`src/rtl/exec_core_pkg.sv`:
```
// Shared encodings and ALU-op enum for the NPC decode/regfile/ALU slice.
// Optional R-type support is selected with EXEC_CORE_RTYPE_EN.
package exec_core_pkg;

  localparam logic [6:0]  OP_IMM      = 7'b0010011;
  localparam logic [6:0]  OP          = 7'b0110011;
  localparam logic [6:0]  LUI         = 7'b0110111;
  localparam logic [31:0] EBREAK_INST = 32'h0010_0073;

  localparam logic [2:0] F3_ADD  = 3'b000;
  localparam logic [2:0] F3_SLL  = 3'b001;
  localparam logic [2:0] F3_SLT  = 3'b010;
  localparam logic [2:0] F3_SLTU = 3'b011;
  localparam logic [2:0] F3_XOR  = 3'b100;
  localparam logic [2:0] F3_SR   = 3'b101;
  localparam logic [2:0] F3_OR   = 3'b110;
  localparam logic [2:0] F3_AND  = 3'b111;

  localparam logic [6:0] F7_BASE = 7'b0000000;
  localparam logic [6:0] F7_ALT  = 7'b0100000;

  typedef enum logic [3:0] {
    ALU_ADD, ALU_SUB, ALU_SLL, ALU_SLT, ALU_SLTU, ALU_XOR,
    ALU_SRL, ALU_SRA, ALU_OR, ALU_AND, ALU_PASS_B
  } alu_op_e;

  // alt selects SUB over ADD and SRA over SRL; it is ignored for other funct3.
  function automatic alu_op_e f3_to_op(input logic [2:0] f3, input logic alt);
    case (f3)
      F3_ADD:  return alt ? ALU_SUB : ALU_ADD;
      F3_SLL:  return ALU_SLL;
      F3_SLT:  return ALU_SLT;
      F3_SLTU: return ALU_SLTU;
      F3_XOR:  return ALU_XOR;
      F3_SR:   return alt ? ALU_SRA : ALU_SRL;
      F3_OR:   return ALU_OR;
      default: return ALU_AND;
    endcase
  endfunction

endpackage

```
`src/rtl/exec_core_gpr.sv`:
```
// GPR file: x1..x31, combinational reads (no bypass), one write port, async clear.
// The rs2 port exists only when EXEC_CORE_RTYPE_EN is defined.
module exec_core_gpr
  import exec_core_pkg::*;
#(
  parameter int XLEN = 32
) (
  input  logic            clk,
  input  logic            rst,
  input  logic            we,
  input  logic [4:0]      waddr,
  input  logic [XLEN-1:0] wdata,
  input  logic [4:0]      rs1_addr,
  output logic [XLEN-1:0] rs1_data,
`ifdef EXEC_CORE_RTYPE_EN
  input  logic [4:0]      rs2_addr,
  output logic [XLEN-1:0] rs2_data,
`endif
  input  logic [4:0]      dbg_addr,
  output logic [XLEN-1:0] dbg_data
);

  // Entry 0 is never written; reads of x0 are forced to zero regardless.
  logic [XLEN-1:0] regs [32];

  always_ff @(posedge clk or posedge rst) begin
    if (rst) begin
      for (int i = 0; i < 32; i++) regs[i] <= '0;
    end else if (we && waddr != 5'd0) begin
      regs[waddr] <= wdata;
    end
  end

  assign rs1_data = (rs1_addr == 5'd0) ? '0 : regs[rs1_addr];
  assign dbg_data = (dbg_addr == 5'd0) ? '0 : regs[dbg_addr];
`ifdef EXEC_CORE_RTYPE_EN
  assign rs2_data = (rs2_addr == 5'd0) ? '0 : regs[rs2_addr];
`endif

endmodule

```
`src/rtl/ysyx_exec_core.sv`:
```
// Single-cycle decode + GPR + ALU slice: OP-IMM, LUI, ebreak detection.
// Define EXEC_CORE_RTYPE_EN to add the register-register OP group.
module ysyx_exec_core
  import exec_core_pkg::*;
#(
  parameter int XLEN = 32
) (
  input  logic            clk,
  input  logic            rstn,
  input  logic [31:0]     inst,
  output logic [XLEN-1:0] result,
  output logic [4:0]      rd_addr,
  output logic            wen,
  output logic            ebreak,
  output logic            illegal,
  input  logic [4:0]      dbg_addr,
  output logic [XLEN-1:0] dbg_rdata
);

  localparam int SHW = (XLEN == 64) ? 6 : 5;

  logic [6:0]      opcode;
  logic [2:0]      f3;
  logic [6:0]      f7;
  logic [6:0]      f7_sr;
  logic [XLEN-1:0] imm_i;
  logic [XLEN-1:0] imm_u;
  logic [XLEN-1:0] rs1_data;
  logic [XLEN-1:0] op_b;
  logic [SHW-1:0]  shamt;
  logic            sll_ok;
  logic            sr_ok;
  logic            legal;
  alu_op_e         alu_op;
  logic [XLEN-1:0] alu_out;
`ifdef EXEC_CORE_RTYPE_EN
  logic [XLEN-1:0] rs2_data;
`endif

  assign opcode  = inst[6:0];
  assign f3      = inst[14:12];
  assign f7      = inst[31:25];
  assign rd_addr = inst[11:7];
  assign imm_i   = XLEN'($signed(inst[31:20]));
  assign imm_u   = XLEN'($signed({inst[31:12], 12'b0}));

  // For RV64 inst[25] is part of shamt, so only the bits above it must be clear.
  assign f7_sr  = f7 & ~F7_ALT;
  assign sll_ok = (XLEN == 64) ? (f7[6:1] == 6'd0)    : (f7 == 7'd0);
  assign sr_ok  = (XLEN == 64) ? (f7_sr[6:1] == 6'd0) : (f7_sr == 7'd0);

  always_comb begin
    legal  = 1'b0;
    alu_op = ALU_ADD;
    op_b   = imm_i;
    shamt  = inst[20 +: SHW];
    case (opcode)
      OP_IMM: begin
        alu_op = f3_to_op(f3, (f3 == F3_SR) && inst[30]);
        case (f3)
          F3_SLL:  legal = sll_ok;
          F3_SR:   legal = sr_ok;
          default: legal = 1'b1;
        endcase
      end
      LUI: begin
        legal  = 1'b1;
        alu_op = ALU_PASS_B;
        op_b   = imm_u;
      end
`ifdef EXEC_CORE_RTYPE_EN
      OP: begin
        op_b   = rs2_data;
        shamt  = rs2_data[SHW-1:0];
        alu_op = f3_to_op(f3, f7 == F7_ALT);
        legal  = (f7 == F7_BASE) ||
                 ((f7 == F7_ALT) && ((f3 == F3_ADD) || (f3 == F3_SR)));
      end
`endif
      default: ;
    endcase
  end

  always_comb begin
    alu_out = '0;
    case (alu_op)
      ALU_ADD:    alu_out = rs1_data + op_b;
      ALU_SUB:    alu_out = rs1_data - op_b;
      ALU_SLL:    alu_out = rs1_data << shamt;
      ALU_SLT:    alu_out = {{(XLEN-1){1'b0}}, ($signed(rs1_data) < $signed(op_b))};
      ALU_SLTU:   alu_out = {{(XLEN-1){1'b0}}, (rs1_data < op_b)};
      ALU_XOR:    alu_out = rs1_data ^ op_b;
      ALU_SRL:    alu_out = rs1_data >> shamt;
      ALU_SRA:    alu_out = $signed(rs1_data) >>> shamt;
      ALU_OR:     alu_out = rs1_data | op_b;
      ALU_AND:    alu_out = rs1_data & op_b;
      ALU_PASS_B: alu_out = op_b;
      default:    alu_out = '0;
    endcase
  end

  // Every supported encoding writes rd, so legality alone gates the write.
  assign ebreak  = (inst == EBREAK_INST);
  assign illegal = !legal && !ebreak;
  assign wen     = legal && (rd_addr != 5'd0);
  assign result  = legal ? alu_out : '0;

  exec_core_gpr #(.XLEN(XLEN)) u_gpr (
    .clk      (clk),
    .rst      (rstn),
    .we       (wen),
    .waddr    (rd_addr),
    .wdata    (result),
    .rs1_addr (inst[19:15]),
    .rs1_data (rs1_data),
`ifdef EXEC_CORE_RTYPE_EN
    .rs2_addr (inst[24:20]),
    .rs2_data (rs2_data),
`endif
    .dbg_addr (dbg_addr),
    .dbg_data (dbg_rdata)
  );

endmodule

```
`config.mk`:
```
export PLATFORM = sky130hd
export DESIGN_NAME = ysyx_exec_core
export DESIGN_NICKNAME = d
export VERILOG_FILES = /design/src/rtl/exec_core_pkg.sv /design/src/rtl/exec_core_gpr.sv /design/src/rtl/ysyx_exec_core.sv
export SDC_FILE = /design/constraint.sdc
export NUM_CORES = 2
export LEC_CHECK = 0
export ABC_AREA = 1
export BUFFER_PORTS_ARGS = -buffer_cell sky130_fd_sc_hd__clkbuf_2
export CORE_MARGIN = 2
export CORE_UTILIZATION = 35
export CTS_CLUSTER_DIAMETER = 200
export DETAILED_ROUTE_END_ITERATION = 10
export PLACE_DENSITY = 0.56
export SETUP_SLACK_MARGIN = 0.1
export SYNTH_ARGS = -nofsm -noshare
export SYNTH_HDL_FRONTEND = slang
export SYNTH_SLANG_ARGS = --single-unit
```
`constraint.sdc`:
```
create_clock -name clk -period 75.6 [get_ports clk]
set_clock_uncertainty 0.15 [all_clocks]
set_input_delay 18.9 -clock clk [delete_from_list [all_inputs] [get_ports clk]]
set_output_delay 18.9 -clock clk [all_outputs]
set_load 0.1 [all_outputs]
```
==> impl_metrics.tcl <==
set metrics [dict create \
    initial_core_util_pct 35.3 \
    maxSlewViolCount 0 \
    synth.most_common_cell "nand2_1" \
    yosys_warnings 0 \
    worst_slew_pin_slew_ps 1290 \
    synth_commonest_cells "nand2_1 (3,258), nand3_1 (1,742), nor2_1 (1,042)" \
    required_ps 56550 \
    final_cell_area_mm2 0.0739 \
    cts_hold_buf 0 \
    globalRoute.totalOverflow 0 \
    avgSynthCellArea_um2 6.62 \
    first_pass_iters 8 \
    synthCells 10381 \
    critPathMaxStageDelay_ps 840 \
    crit_path_top_delay_cell "buf_4" \
    synth_compound_area_share_pct 14.1 \
    synth_edf_count 0 \
    top_layer_used "met5" \
    gp_congestion 0.999 \
    post-route-min-period_ps 46570 \
    r2r_slack_ps 69920 \
    cts.sinks 1024 \
    grt_pass1_vias 70864 \
    register_area_mm2 0.0256 \
    post_cts_buffers 0 \
    synth_top_area_share_pct 37.3 \
    place_hpwl_mm 210 \
    dp_cells 12373 \
    drv_cap 0 \
    vias 76558 \
    crit_path_frequent_cell "buf_4" \
    tns_ps 0 \
    drive_above_1_share_pct 6.40 \
    hold_viol 0 \
    cts_max_level 3 \
    drtIter0Drc 11508 \
    max_flop_register "u_gpr.regs" \
    instances_no_fill 12589 \
    hold_path_class "register to register" \
    cts-root-buf "clkbuf_16" \
    whs_path_depth 0 \
    end_kind "output pin" \
    die_y_um 447 \
    p_leak_nw 36.9 \
    io_buffers 110 \
    vias_per_cell 6.08 \
    die_area_mm2 0.200 \
    cts.repair.resized 0 \
    syn_area_mm2 0.0688 \
    synthSimpleGateAreaFrac_pct 37.8 \
    grt_usage_pct 34.2 \
    rsz0062_at_grt "false" \
    worstPathMaxFanout 99 \
    synth_seq_cells 1024 \
    synthXorXnorAreaFrac_pct 0.102 \
    cts_tree "yes" \
    power.density_mw_per_mm2 19.9 \
    synth_top_family_by_area "simple AND/OR/NAND/NOR gates" \
    setup_viol 0 \
    startpoint_type "input port" \
    synth_cell_type_count 54 \
    rows 162 \
    dr_wl_met3_mm 41.2 \
    synth.net_count 10521 \
    netlist_top_cells_area "dfrtp_1 (37%), nand2_1 (18%), nand3_1 (13%)" \
    synthMuxAreaShare_pct 0 \
    die_w_um 447 \
    syn2layout_area_growth_pct 7.47 \
    async_flop_share_pct 100 \
    antenna_found_initial 11 \
    nets 10007 \
    multi_input_area_mm2 0.0373 \
    yosysSeqAreaShare_pct 37.3 \
    synth_flop_cell "dfrtp_1" \
    largest_reg_flops 1024 \
    worstSkewPairLatency_ps 800 \
    relSlewSlack_pct 13.9 \
    hold_slack_ps 251 \
    postRouteWirelength_mm 352 \
    path_clk_slew_ps 60 \
    core_area_mm2 0.195 \
    cts_made_buffers 116 \
    arrival_ps 27520 \
    dpl_cell_area_mm2 0.0700 \
    io_pins 111 \
    ir_worst_vdd_mv 0.0185 \
    status "finished clean" \
    finalPower_mw 1.47 \
    drc 0 \
    period_share_pct 61.6 \
    postRouteAntennaNets 0 \
    clockBufferDepth 3 \
    synth_top_area_cell "dfrtp_1" \
    critPathKind "input port to output pin" \
    avgRoutedWirePerCell_um 28.0 \
    fill_cells 20797 \
    reg2reg_depth 27 \
    synth_fa_ha_area_share_pct 1.86 \
    wl_met2_mm 149 \
    grt_max_degree 202 \
    grt_pass1_wl_mm 507 \
    reg.largest.list "u_gpr.regs (1024)" \
    fmax_mhz 21.5 \
    m1WireLength_mm 136 \
]
power breakdown:
| group | total [mW] | internal (mW) | leakage [nW] | switching [mW] |
|---|---|---|---|---|
| clock network | 0.591 | 0.333 | 1.90 | 0.258 |
| registers | 0.549 | 0.548 | 14.3 | 0.000213 |
| logic | 0.332 | 0.0611 | 20.8 | 0.271 |
stage by stage:
stage                     utilization, %  worst slack [ps]
after floorplan                        -             27730
final                               37.9             29030
after global routing                37.9             28790
after CTS                           37.9             29410
after detailed placement            35.9             29410
after global placement              35.9             29360
cells in the final DEF (no fill, tap or decap), types with 6 or more instances in the layout:
master	instances
a21oi_1	320
o21ai_1	48
clkinv_2	17
o21ai_0	908
dfrtp_1	1024
o221ai_1	159
a221oi_1	16
nand2_2	18
ha_1	99
clkinv_1	19
xor2_1	6
nand3_1	1739
clkbuf_2	102
clkbuf_1	30
o22ai_1	51
or2_2	10
nand2_1	3253
nor2_4	6
inv_2	16
diode_2	6
nor2_2	7
a31oi_1	37
nor3_1	17
nand3_2	33
o211ai_1	132
nor3_2	17
inv_1	366
a21o_1	9
buf_4	199
clkbuf_16	118
nor2_1	1038
nand4_1	16
nor3_4	15
buf_12	9
clkbuf_8	30
routing by layer:
metal  GRT usage (%)  up-vias
li1                -    33242
met1            45.2    36788
met2            50.7     5438
met3            6.95     1082
met4            22.0        8
met5               0        -
worst max-delay path: cells and delay by family:
kind	cells	cell delay, ps
and+or+nand+nor	11	1640
buffers and inverters	11	4810
adders and majority gates	2	620
AOI/OAI and AO/OA	5	1140
worst paths after layout:
path | start | end
worst max-delay path | inst[15] | result[18]
worst min-delay path | u_gpr.regs[1013] | u_gpr.regs[1013]
worst max register to register | u_gpr.regs[355] | u_gpr.regs[318]
worst min register to register | u_gpr.regs[1013] | u_gpr.regs[1013]
max in group asynchronous | rstn | u_gpr.regs[662]
min in group asynchronous | rstn | u_gpr.regs[211]
area by class of cell:
| class | instances | share of cell area [%] |
|---|---|---|
| antenna | 6 | 0.0203 |
| multi-input combinational | 7999 | 50.4 |
| inverter | 411 | 2.18 |
| sequential | 1024 | 34.7 |
| clock inverter | 32 | 0.513 |
| timing repair buffer | 315 | 3.05 |
| tap | 2624 | 4.44 |
| clock buffer | 178 | 4.71 |
cell families after synthesis:
logic type / after synthesis
adders and majority gates: 101
DFF: 1024
buffers and inverters: 1358
xor gates and xnor gates: 8
and+or+nand+nor: 6186
AOI/OAI and AO/OA: 1704
(Power assumes the default switching activity.)
